==> config.mk <==
export PLATFORM = sky130hd
export DESIGN_NAME = whack_game_ctrl_flat
export DESIGN_NICKNAME = d
export VERILOG_FILES = /design/src/rtl/whack_game_ctrl_if.sv /design/src/rtl/whack_game_ctrl.sv /design/src/flat_wrapper.sv
export SDC_FILE = /design/constraint.sdc
export NUM_CORES = 1
export LEC_CHECK = 0
export BUFFER_PORTS_ARGS = -buffer_cell sky130_fd_sc_hd__buf_4
export CAP_MARGIN = 5
export CORE_ASPECT_RATIO = 1.1
export CORE_MARGIN = 5
export CORE_UTILIZATION = 35
export CTS_CLUSTER_DIAMETER = 120
export DETAILED_ROUTE_END_ITERATION = 8
export RECOVER_POWER = 100
export SLEW_MARGIN = 25
export SYNTH_ARGS = -nofsm -noshare
export SYNTH_HDL_FRONTEND = slang
export SYNTH_SLANG_ARGS = --single-unit
==> constraint.sdc <==
create_clock -name clk -period 3.1 [get_ports clk]
set_input_delay 0.62 -clock clk [delete_from_list [all_inputs] [get_ports clk]]
set_output_delay 0.62 -clock clk [all_outputs]
set_load 0.005 [all_outputs]
==> src/rtl/whack_game_ctrl_if.sv <==
// Game-controller bundle: timing ticks, player controls, and LED/score/status outputs.
interface whack_game_ctrl_if;
  logic       tick_lev;
  logic       tick_1hz;
  logic       start;
  logic       pause;
  logic [7:0] switch;
  logic [7:0] led;
  logic [3:0] score_ones;
  logic [3:0] score_tens;
  logic [6:0] time_left;
  logic       game_active;
  logic       game_over;
  logic       hit_pulse;
  logic       miss_pulse;

  // Stimulus side: drives ticks and controls, observes game outputs.
  modport master (
    output tick_lev, tick_1hz, start, pause, switch,
    input  led, score_ones, score_tens, time_left, game_active, game_over,
           hit_pulse, miss_pulse
  );

  // Controller side.
  modport slave (
    input  tick_lev, tick_1hz, start, pause, switch,
    output led, score_ones, score_tens, time_left, game_active, game_over,
           hit_pulse, miss_pulse
  );
endinterface

==> src/rtl/whack_game_ctrl.sv <==
// Whack-a-mole sequencer: spawns moles from an LFSR, times them on the level
// tick, scores hits in 2-digit BCD and runs the game countdown.
// Optional macro WHACK_MISS_PENALTY_EN: wrong switches and misses cost a point.
// Outputs are registered and follow the state that computed them by one cycle.
module whack_game_ctrl #(
  parameter int unsigned GAME_SECONDS = 60,
  parameter int unsigned MOLE_TICKS   = 4,
  parameter logic [7:0]  LFSR_SEED    = 8'hA5
) (
  input logic               clk,
  input logic               rst,
  whack_game_ctrl_if.slave  bus
);

  localparam int unsigned TIME_W = 7;
  localparam int unsigned CNT_W  = 4;

  typedef enum logic [2:0] {
    S_IDLE, S_SPAWN, S_UP, S_HIT, S_MISS, S_GAP, S_OVER
  } state_t;

  state_t              state, state_d;
  logic [7:0]          lfsr, lfsr_d;
  logic [2:0]          prev_idx, prev_idx_d;
  logic [CNT_W-1:0]    tick_cnt, tick_cnt_d;
  logic [7:0]          led_r, led_d;
  logic [7:0]          score, score_d;
  logic [TIME_W-1:0]   time_r, time_d;
  logic                active_r, active_d;
  logic                over_r, over_d;
  logic                hit_r, hit_d;
  logic                miss_r, miss_d;
  logic                start_q;
  logic [7:0]          switch_q;

  logic                start_rise;
  logic [7:0]          sw_rise;
  logic [2:0]          idx;
  logic                hit_c;
  logic                wrong_c;

  function automatic logic is_active(input state_t s);
    return (s == S_SPAWN) || (s == S_UP) || (s == S_HIT) ||
           (s == S_MISS) || (s == S_GAP);
  endfunction

  // BCD +1 with saturation at 99.
  function automatic logic [7:0] bcd_inc(input logic [7:0] s);
    if (s[3:0] == 4'd9) begin
      if (s[7:4] == 4'd9) return s;
      return {s[7:4] + 4'd1, 4'd0};
    end
    return {s[7:4], s[3:0] + 4'd1};
  endfunction

  // BCD -1 with saturation at 00.
  function automatic logic [7:0] bcd_dec(input logic [7:0] s);
    if (s[3:0] == 4'd0) begin
      if (s[7:4] == 4'd0) return s;
      return {s[7:4] - 4'd1, 4'd9};
    end
    return {s[7:4], s[3:0] - 4'd1};
  endfunction

  // Input edge registers; these run even while paused so paused edges are lost.
  always_ff @(posedge clk or negedge rst) begin
    if (!rst) begin
      start_q  <= 1'b0;
      switch_q <= 8'd0;
    end else begin
      start_q  <= bus.start;
      switch_q <= bus.switch;
    end
  end

  // State and game registers.
  always_ff @(posedge clk or negedge rst) begin
    if (!rst) begin
      state    <= S_IDLE;
      lfsr     <= LFSR_SEED;
      prev_idx <= 3'd0;
      tick_cnt <= '0;
      led_r    <= 8'd0;
      score    <= 8'h00;
      time_r   <= TIME_W'(GAME_SECONDS);
      active_r <= 1'b0;
      over_r   <= 1'b0;
      hit_r    <= 1'b0;
      miss_r   <= 1'b0;
    end else begin
      state    <= state_d;
      lfsr     <= lfsr_d;
      prev_idx <= prev_idx_d;
      tick_cnt <= tick_cnt_d;
      led_r    <= led_d;
      score    <= score_d;
      time_r   <= time_d;
      active_r <= active_d;
      over_r   <= over_d;
      hit_r    <= hit_d;
      miss_r   <= miss_d;
    end
  end

  // Next-state, timer, scoring and output computation.
  always_comb begin
    state_d    = state;
    lfsr_d     = lfsr;
    prev_idx_d = prev_idx;
    tick_cnt_d = tick_cnt;
    led_d      = led_r;
    score_d    = score;
    time_d     = time_r;
    active_d   = active_r;
    over_d     = over_r;
    hit_d      = 1'b0;
    miss_d     = 1'b0;
    start_rise = bus.start & ~start_q;
    sw_rise    = bus.switch & ~switch_q;
    idx        = lfsr[2:0];
    hit_c      = |(sw_rise & led_r);
    wrong_c    = |(sw_rise & ~led_r);

    if (!bus.pause) begin
      lfsr_d = {lfsr[6:0], lfsr[7] ^ lfsr[5] ^ lfsr[4] ^ lfsr[3]};

      if (is_active(state) && bus.tick_1hz && (time_r != '0))
        time_d = time_r - TIME_W'(1);

      // The last second ends the game ahead of anything else this cycle.
      if (is_active(state) && bus.tick_1hz && (time_r == TIME_W'(1))) begin
        state_d = S_OVER;
        led_d   = 8'd0;
      end else begin
        case (state)
          S_IDLE, S_OVER: begin
            led_d = 8'd0;
            if (start_rise) begin
              time_d  = TIME_W'(GAME_SECONDS);
              score_d = 8'h00;
              state_d = S_SPAWN;
            end
          end
          S_SPAWN: begin
            if (idx == prev_idx) idx = idx + 3'd1;
            led_d      = 8'(1) << idx;
            prev_idx_d = idx;
            tick_cnt_d = '0;
            state_d    = S_UP;
          end
          S_UP: begin
            if (bus.tick_lev) tick_cnt_d = tick_cnt + CNT_W'(1);
            if (hit_c) begin
              state_d = S_HIT;
            end else begin
`ifdef WHACK_MISS_PENALTY_EN
              if (wrong_c) score_d = bcd_dec(score);
`endif
              if (bus.tick_lev && (tick_cnt_d == CNT_W'(MOLE_TICKS)))
                state_d = S_MISS;
            end
          end
          S_HIT: begin
            hit_d   = 1'b1;
            led_d   = 8'd0;
            score_d = bcd_inc(score);
            state_d = S_GAP;
          end
          S_MISS: begin
            miss_d  = 1'b1;
            led_d   = 8'd0;
`ifdef WHACK_MISS_PENALTY_EN
            score_d = bcd_dec(score);
`endif
            state_d = S_GAP;
          end
          S_GAP: begin
            led_d = 8'd0;
            if (bus.tick_lev) state_d = S_SPAWN;
          end
          default: begin
            led_d   = 8'd0;
            state_d = S_IDLE;
          end
        endcase
      end

      active_d = is_active(state_d);
      over_d   = (state_d == S_OVER);
    end
  end

  assign bus.led         = led_r;
  assign bus.score_ones  = score[3:0];
  assign bus.score_tens  = score[7:4];
  assign bus.time_left   = time_r;
  assign bus.game_active = active_r;
  assign bus.game_over   = over_r;
  assign bus.hit_pulse   = hit_r;
  assign bus.miss_pulse  = miss_r;

endmodule
==> src/flat_wrapper.sv <==
// flat-port wrapper written by rule: the top's interface ports become plain ports
module whack_game_ctrl_flat 
#(
  parameter int unsigned GAME_SECONDS = 60,
  parameter int unsigned MOLE_TICKS   = 4,
  parameter logic [7:0]  LFSR_SEED    = 8'hA5
)
  (clk, rst, bus_tick_lev, bus_tick_1hz, bus_start, bus_pause, bus_switch, bus_led, bus_score_ones, bus_score_tens, bus_time_left, bus_game_active, bus_game_over, bus_hit_pulse, bus_miss_pulse);
  whack_game_ctrl_if bus_i ();
  input logic clk;
  input logic rst;
  input wire logic [$bits(bus_i.tick_lev)-1:0] bus_tick_lev;
  input wire logic [$bits(bus_i.tick_1hz)-1:0] bus_tick_1hz;
  input wire logic [$bits(bus_i.start)-1:0] bus_start;
  input wire logic [$bits(bus_i.pause)-1:0] bus_pause;
  input wire logic [$bits(bus_i.switch)-1:0] bus_switch;
  output wire logic [$bits(bus_i.led)-1:0] bus_led;
  output wire logic [$bits(bus_i.score_ones)-1:0] bus_score_ones;
  output wire logic [$bits(bus_i.score_tens)-1:0] bus_score_tens;
  output wire logic [$bits(bus_i.time_left)-1:0] bus_time_left;
  output wire logic [$bits(bus_i.game_active)-1:0] bus_game_active;
  output wire logic [$bits(bus_i.game_over)-1:0] bus_game_over;
  output wire logic [$bits(bus_i.hit_pulse)-1:0] bus_hit_pulse;
  output wire logic [$bits(bus_i.miss_pulse)-1:0] bus_miss_pulse;
  assign bus_i.tick_lev = bus_tick_lev;
  assign bus_i.tick_1hz = bus_tick_1hz;
  assign bus_i.start = bus_start;
  assign bus_i.pause = bus_pause;
  assign bus_i.switch = bus_switch;
  assign bus_led = bus_i.led;
  assign bus_score_ones = bus_i.score_ones;
  assign bus_score_tens = bus_i.score_tens;
  assign bus_time_left = bus_i.time_left;
  assign bus_game_active = bus_i.game_active;
  assign bus_game_over = bus_i.game_over;
  assign bus_hit_pulse = bus_i.hit_pulse;
  assign bus_miss_pulse = bus_i.miss_pulse;
  whack_game_ctrl #(.GAME_SECONDS(GAME_SECONDS), .MOLE_TICKS(MOLE_TICKS), .LFSR_SEED(LFSR_SEED)) u_core (.clk(clk), .rst(rst), .bus(bus_i));
endmodule
==> results.md, run 1 <==
- Setup TNS: 0 ps
- Mean post-synth cell area: ~10 um2
- Cts hold-fix bufs: 0
- Post-CTS sizing: 0
- First-pass GRT wire length: about 9.5 mm
- Clk pwr share: a little under a fifth
- Setup Skew: 16.80 ps
- Total core area: approximately 7500 um2
- H-tree levels: 2
- Die Height: 102.1 um
- Post-synth net total: between 200 and 300
- Post-synthesis instance total: 269
- DRT antenna net count: 0
- Routed WL per cell: about 13 um
- Setup CP Type: flop to flop
- Worst setup SP type: flop
- RSZ-0062 raised after global routing: false
- Largest net degree at the start of global routing: 55
- Vias per cell: ~5
- Final Hold Fails: 0
- Distinct cells, synth: 48
- Hold Path Origin: bus_start
- Syn Std Cell Area: approximately 2700 um2
- Post-CTS setup buffers: 0
- Clock sinks: 54
- Initial Util: between 30% and 40%
- PD cells: about 800 nW/um2
- Total die area: between 9000 and 10000 um2
- Sw frac: 36.99%
- First-pass DRT Iterations: 4
- Row Count: 33
- Vias in the first global route: 2063
- Seq/Total Area, Yosys: about half
- Cell with the most instances after synthesis: dfrtp_1
- NetSw: 949.3 uW
- Max FO, Critical Path: 14
- Flop pwr share: between 40% and 50%
- GR Overflow Total: 0
- Antenna Cells: 0
- Share of cells above drive strength 1: between 10% and 20%
- Initial antenna violation count: 0
- Reg2reg start: u_core.state[1]
- Post-Place Cells: 408
- CP Data Required Time: between 3000 and 4000 ps
- Max_cap viols: 0
- Min-Delay Endpoint: u_core.start_q
- Leakage power: between 0.001 and 0.0015 uW
- Setup violators final: 0
- Worst Hold Class: primary input to flop
- Nets@finish: around 330
- VDD IR max: about 400 uV
- Routed Wire Length: about 5.5 mm
- Async S/R FF share, synth: 100.0%
- Top post-synthesis cells by area: dfrtp_1 43%, dfstp_2 7.8%, nand2_1 4.9%
- Hold Path Depth: 1
- Most frequent cells after synthesis: 46 x dfrtp_1, 35 x nand2_1, 20 x o21ai_0, 18 x nor2_1, 13 x a21oi_1
- Power Internal: 1617 uW
- CTS Root Cell: clkbuf_8
- Relative slew slack: a little over a tenth
- Fmax: slightly below 400 MHz
- GP Congestion: around 0.77
- Register bit total from synthesis: 54
- Crit path capture type: flop
- R2r endpoint: u_core.score[4]
- Area leader, netlist: dfrtp_1
- Total GRT Usage: between 10% and 20%
- Min Tclk post-route: 2549 ps
- Arr. time, crit path: around 2800 ps
- Reg2Reg Setup Slack: between 500 and 600 ps
- Worst-path clk slew: 110 ps
- Commonest register cell after synthesis: dfrtp_1
- TritonCTS buffer count: 5
- Yosys warnings: 0
- Clock Path Buffers: 2
- Area delta synth->final: 18.54%
- Area share of the largest cell type after synthesis: 42.63%
- Run status: completed
- Pins Over Slew Limit: 0
- Iter 0 DRT Violations: 77
- Clk Latency, worst-skew pair: ~310 ps
- Routed vias: between 2000 and 2500
- Final Cycle Share: approximately 82%
- Measured slew at the worst slew-check pin: between 1000 and 1500 ps
- Final cell count without fillers: roughly 420
- TritonCTS clock tree: built
- Count of input and output buffers: 40
- I/O pin cnt: 41
- Drt drc: 0
- EDFF count, synth: 0
- Comb power frac: between 30% and 40%
- Die X-Extent: between 90 and 100 um
- Reg2reg path depth: 7
- Final Core Density: between 40% and 50%
- Detailed placer's ending HPWL: 3.958 mm
[flip-flops by register name, summed over array words and instances (netlist names)]
register and cells:
u_core.bus.miss_pulse 1, u_core.prev_idx 3, u_core.bus.game_active 1, u_core.tick_cnt 4
u_core.switch_q 8, u_core.start_q 1, u_core.bus.time_left 7, u_core.score 8
u_core.lfsr 8, u_core.state 3, u_core.bus.game_over 1, u_core.bus.hit_pulse 1
u_core.bus.led 8
[cell usage in the layout (no fill, tap or decap), drive strengths merged, types with 2 or more instances in the layout]
master    n
a21boi    2
a21o      2
a21oi    13
a22o      6
a31oi     3
a32o      2
and3      4
buf       8
clkbuf   40
dfrtp    46
dfstp     8
ha        8
inv       9
mux2      7
mux2i     3
nand2    35
nand2b    2
nand3     6
nand3b    3
nand4     3
nor2     18
nor2b     9
nor3      3
nor3b     2
nor4      5
o21ai    21
o22ai     5
o2bb2ai   2
o31ai     4
or2       4
or3       3
xnor2    10
xor2      3
[cell families (layout without fill, tap and decap cells)]
logic type / count (synthesis) / in the layout / share of synthesized area [%]
and+or+nand+nor: 99 / 99 / 18.07
adders and majority gates: 8 / 8 / 3.707
muxes: 10 / 10 / 4.032
AOI/OAI and AO/OA: 67 / 67 / 16.91
buffers and inverters: 18 / 60 / 2.641
DFF: 54 / 54 / 50.42
xor gates and xnor gates: 13 / 13 / 4.217
[worst max path at each step]
stage / startpoint / slack (ps) / to / depth (start not counted)
2_1_floorplan: u_core.tick_cnt[0] / 1010 / u_core.state[2] / 8
3_3_place_gp: u_core.state[1] / 710 / u_core.score[5] / 7
3_5_place_dp: u_core.state[1] / 640 / u_core.score[4] / 7
4_1_cts: u_core.state[1] / 590 / u_core.score[4] / 7
5_1_grt: u_core.state[1] / 390 / u_core.score[4] / 7
6_report: u_core.state[1] / 550 / u_core.score[4] / 7
[power by group through the flow]
| stage | registers (uW) | logic (uW) | clock network (uW) |
|---|---|---|---|
| finish | 1120 | 976 | 474 |
| global route | 1150 | 1120 | 520 |
| CTS | 1130 | 1000 | 494 |
| detailed placement | 1140 | 996 | 0 |
| global placement | 1140 | 983 | 0 |
| floorplan | 1090 | 738 | 0 |
[layer usage]
layer  vias to the layer above  track usage (%)  part of all wire, %
met4                         0            4.667                  1.3
met3                         5            2.209                  2.4
met2                        28            20.75                   50
li1                       1040                -                    -
met5                         -                0                    0
met1                      1002            15.84                   46
[metrics by stage]
stage | power, uW | worst slack, ps | area, um2 | hold WS, ps
2_1_floorplan | 1827 | 1008 | 2700 | 324.4
4_1_cts | 2629 | 593.9 | 3223 | 362.9
3_3_place_gp | 2126 | 711.5 | 3113 | 482.1
6_report | 2566 | 550.5 | 3201 | 434.3
5_1_grt | 2797 | 387.5 | 3201 | 417.7
3_5_place_dp | 2140 | 636.5 | 3113 | 493.1
[critical path, cell delays in order, from the launching register on]
cell	delay (ps)
dfrtp_1	540
or3_1	440
and3_1	210
a31oi_4	280
o21ai_2	200
or2_0	290
or3_1	350
mux2i_1	150
[area by class of cell]
cell class / count / area (um2)
clock buffers: 6 / 72.57
flip-flops and latches: 54 / 1361
repair buffers: 42 / 297.8
well taps: 105 / 131.4
clock inverters: 2 / 37.54
multi-input cells: 197 / 1262
fillers: 733 / 4273
inverters: 10 / 37.54
Note: power is estimated with default switching activity, not from simulation.
==> run 2, diff against run 1 <==
Settings changed: ABC_AREA from default to 1.
Clock period 3.1 ns to 2.1 ns, I/O delays scaled along.
==> run 2 against run 1 <==
Worst setup slack lost 320 ps; clock power rose by 31%; critical path depth increased by 3; sequential power is 45% higher; clock skew decreased by 2.8 ps; register-to-register slack got worse by 320 ps; synthesized cell count up 25%; die area is 4.2% higher; clock-buffer cell count is 1 lower; maximum frequency is 36% higher; critical path type unchanged.
==> results.md, run 2 <==
- Clk Latency, worst-skew pair: 310 ps (about the same)
- Initial antenna violation count: 0 (unchanged)
- CP peak stage delay: 480 ps (-60 ps)
- Nets@finish: 401 (+21%)
- Area share of the largest cell type after synthesis: 40.73% (-1.9 points)
- Detailed placer's ending HPWL: 4.283 mm (+8.2%)
- Routed Wire Length: 5.728 mm (+4.6%)
- Clock Path Buffers: 2 (unchanged)
- Largest net degree at the start of global routing: 55 (unchanged)
- Final Hold Fails: 0 (unchanged)
- Met1 wire length: 2.776 mm (+10%)
- Final Instance Area: 3309 um2 (+3.4%)
- Setup violators final: 0 (unchanged)
- Max_cap viols: 0 (unchanged)
- Share of cells above drive strength 1: 16.32% (-3.0 points)
- Area delta synth->final: 17.09%
- Pins Over Slew Limit: 0 (unchanged)
- Drt drc: 0 (unchanged)
- Die X-Extent: 95.68 um (+2.1%)
- Most frequent cells after synthesis: 77 x nand2_1, 49 x inv_1, 46 x dfrtp_1, 26 x nand3_1, 25 x nor2_1
- Run status: completed
- Count of input and output buffers: 40 (unchanged)
- Register bit total from synthesis: 54 (unchanged)
- Antenna Cells: 0 (unchanged)
- Arr. time, crit path: 2090 ps (-690 ps)
- CTS Root Cell: clkbuf_8
- Setup TNS: 0 ps (unchanged)
- Seq/Total Area, Yosys: 48.16% (-2.3 points)
- Most frequent cells in the layout: 78 x nand2_1, 50 x inv_1, 46 x dfrtp_1
- Setup Skew: 14.02 ps (-2.781 ps)
- Measured slew at the worst slew-check pin: 1324 ps (-13.95 ps)
- Most frequent CP cell: nand2_1
- Worst setup SP type: flop
- EDFF count, synth: 0 (unchanged)
- Yosys warnings: 0 (unchanged)
- First-pass GRT wire length: 10.25 mm (+7.7%)
- Iter 0 DRT Violations: 98 (+27%)
- Flip-flop and latch area: 1361 um2 (unchanged)
- Slowest CP cell: dfrtp_1
- Post-DP Area: 3241 um2 (+4.1%)
- Post-synthesis instance total: 336 (+25%)
- DRT antenna net count: 0 (unchanged)
- Cell with the most instances after synthesis: nand2_1
- Max FO, Critical Path: 9 (-5)
- H-tree levels: 2 (unchanged)
- RSZ-0062 raised after global routing: false
- CP Buf/Inv Count: 2 (+2)
- DR WL met2: 2.624 mm (-4.8%)
- Cell Chain, Critical Path: inv_1 > nand3_2 > nand3_2 > nand4_4 > nand2_1 > clkinv_4 > nand3_1 > nand2_1 > nand2_1 > nand2_1
- CP Data Required Time: 2320 ps (-1010 ps)
- Worst-path clk slew: 110 ps (about the same)
- Worst Hold Class: primary input to flop
- Clock sinks: 54 (unchanged)
- Crit path max-delay family: simple AND/OR/NAND/NOR gates
- Setup CP Type: flop to flop
- Final Cycle Share: 89.08% (+6.8 points)
- GP Congestion: 0.8888 (+15%)
- Post-CTS setup buffers: 0 (unchanged)
- Cts hold-fix bufs: 0 (unchanged)
- Async S/R FF share, synth: 100.0% (unchanged)
- Crit path capture type: flop
- Die Height: 104.3 um (+2.1%)
- Total GRT Usage: 12.65% (+0.32 points)
- VDD IR max: 493.8 uV (+26%)
- Uppermost layer routed: met4
- Top post-synthesis cells by area: dfrtp_1 41%, nand2_1 10%, dfstp_2 7.4%
- First-pass DRT Iterations: 4 (unchanged)
- Met3 wire length: 234 um (+75%)
- Row Count: 34 (+3.0%)
- Leakage power: 0.001608 uW (+17%)
- Commonest non-fill, non-tap cell in the layout: nand2_1
- Syn Std Cell Area: 2826 um2 (+4.7%)
- GR Overflow Total: 0 (unchanged)
- Distinct cells, synth: 35 (-27%)
- Filler cell count: 825 (+13%)
- TritonCTS buffer count: 5 (unchanged)
- Min Tclk post-route: 1871 ps (-678.8 ps)
- Vias per cell: 4.686 (-6.0%)
- TritonCTS clock tree: built
- Area leader, netlist: dfrtp_1
- Routed vias: 2287 (+10%)
- Mean post-synth cell area: 8.412 um2 (-16%)
- Fmax: 534.6 MHz (+36%)
- I/O pin cnt: 41 (unchanged)
- Routed WL per cell: 11.74 um (-11%)
- PD cells: 1134 nW/um2 (+41%)
- Post-CTS sizing: 0 (unchanged)
- Vias in the first global route: 2293 (+11%)
- Footprint of the multi-input gates: 1222 um2 (-3.2%)
- Total core area: 7913 um2 (+5.9%)
- Commonest register cell after synthesis: dfrtp_1
- Total die area: 9975 um2 (+4.2%)
- Relative slew slack: 11.71% (+0.93 points)
- Initial Util: 35.72% (-0.41 points)
- Post-synth net total: 358 (+23%)
## run 2: cell count changes in the layout (fill, tap and decap cells not counted), moves of 7 or more
cell / before / now
inv_1: 9 / 50
nor2b_1: 9 / 0
nand3_1: 6 / 26
o22ai_1: 4 / 12
nand2_1: 35 / 78
nor2_1: 18 / 26
mux2_2: 7 / 0
## run 2: per-layer routing
| layer | track usage (%) | vias to the layer above |
|---|---|---|
| met5 | 0 | - |
| met4 | 4.573 | 0 |
| met3 | 2.533 | 7 |
| met2 | 19.42 | 49 |
| met1 | 17.47 | 1059 |
| li1 | - | 1172 |
## run 2: per-stage QoR
step	hold slack (ps)	setup WS (ps)	util (%)	std cells	power (uW)
6_report	219.7	229.3	41.82	488	3753
5_1_grt	211.5	47.96	41.82	488	4115
4_1_cts	167.6	217.5	42.16	488	3846
3_5_place_dp	452.5	249.6	40.96	480	3206
3_3_place_gp	451.9	277.4	40.96	480	3172
2_1_floorplan	124.4	553.9	-	336	2708
## run 2: path summary, 6_finish.rpt
path / to / slack [ps] / depth (start not counted) / start
max in group asynchronous: u_core.bus.game_over / 900 / 1 / rst
worst max-delay path: u_core.bus.game_active / 230 / 10 / u_core.state[1]
min in group asynchronous: u_core.tick_cnt[2] / 390 / 1 / rst
worst min register to register: u_core.lfsr[7] / 480 / 2 / u_core.lfsr[6]
worst max register to register: u_core.bus.game_active / 230 / 10 / u_core.state[1]
worst min-delay path: u_core.switch_q[4] / 220 / 1 / bus_switch[4]
## run 2: cell type report
| class | count | share of cell area, % |
|---|---|---|
| well taps | 108 | 4.083 |
| repair buffers | 41 | 8.809 |
| inverters | 53 | 6.163 |
| flip-flops and latches | 54 | 41.13 |
| clock buffers | 5 | 2.079 |
| multi-input cells | 224 | 36.94 |
| clock inverters | 3 | 0.7940 |
## run 2: logic make-up (layout without fill, tap and decap cells)
group,Yosys count,in the layout,synth area share [%]
adder cells (fa/ha/maj),8,8,3.542
flip-flops,54,54,48.16
buffers and inverters,58,102,8.234
AO/OA/AOI/OAI,47,47,9.650
XOR/XNOR,12,12,3.718
AND/OR/NAND/NOR,157,157,26.69
## run 2: power breakdown
group / switching [uW] / internal [uW]
sequential: 288 / 1330
clock: 376 / 247
combinational: 864 / 646
total: 1530 / 2230
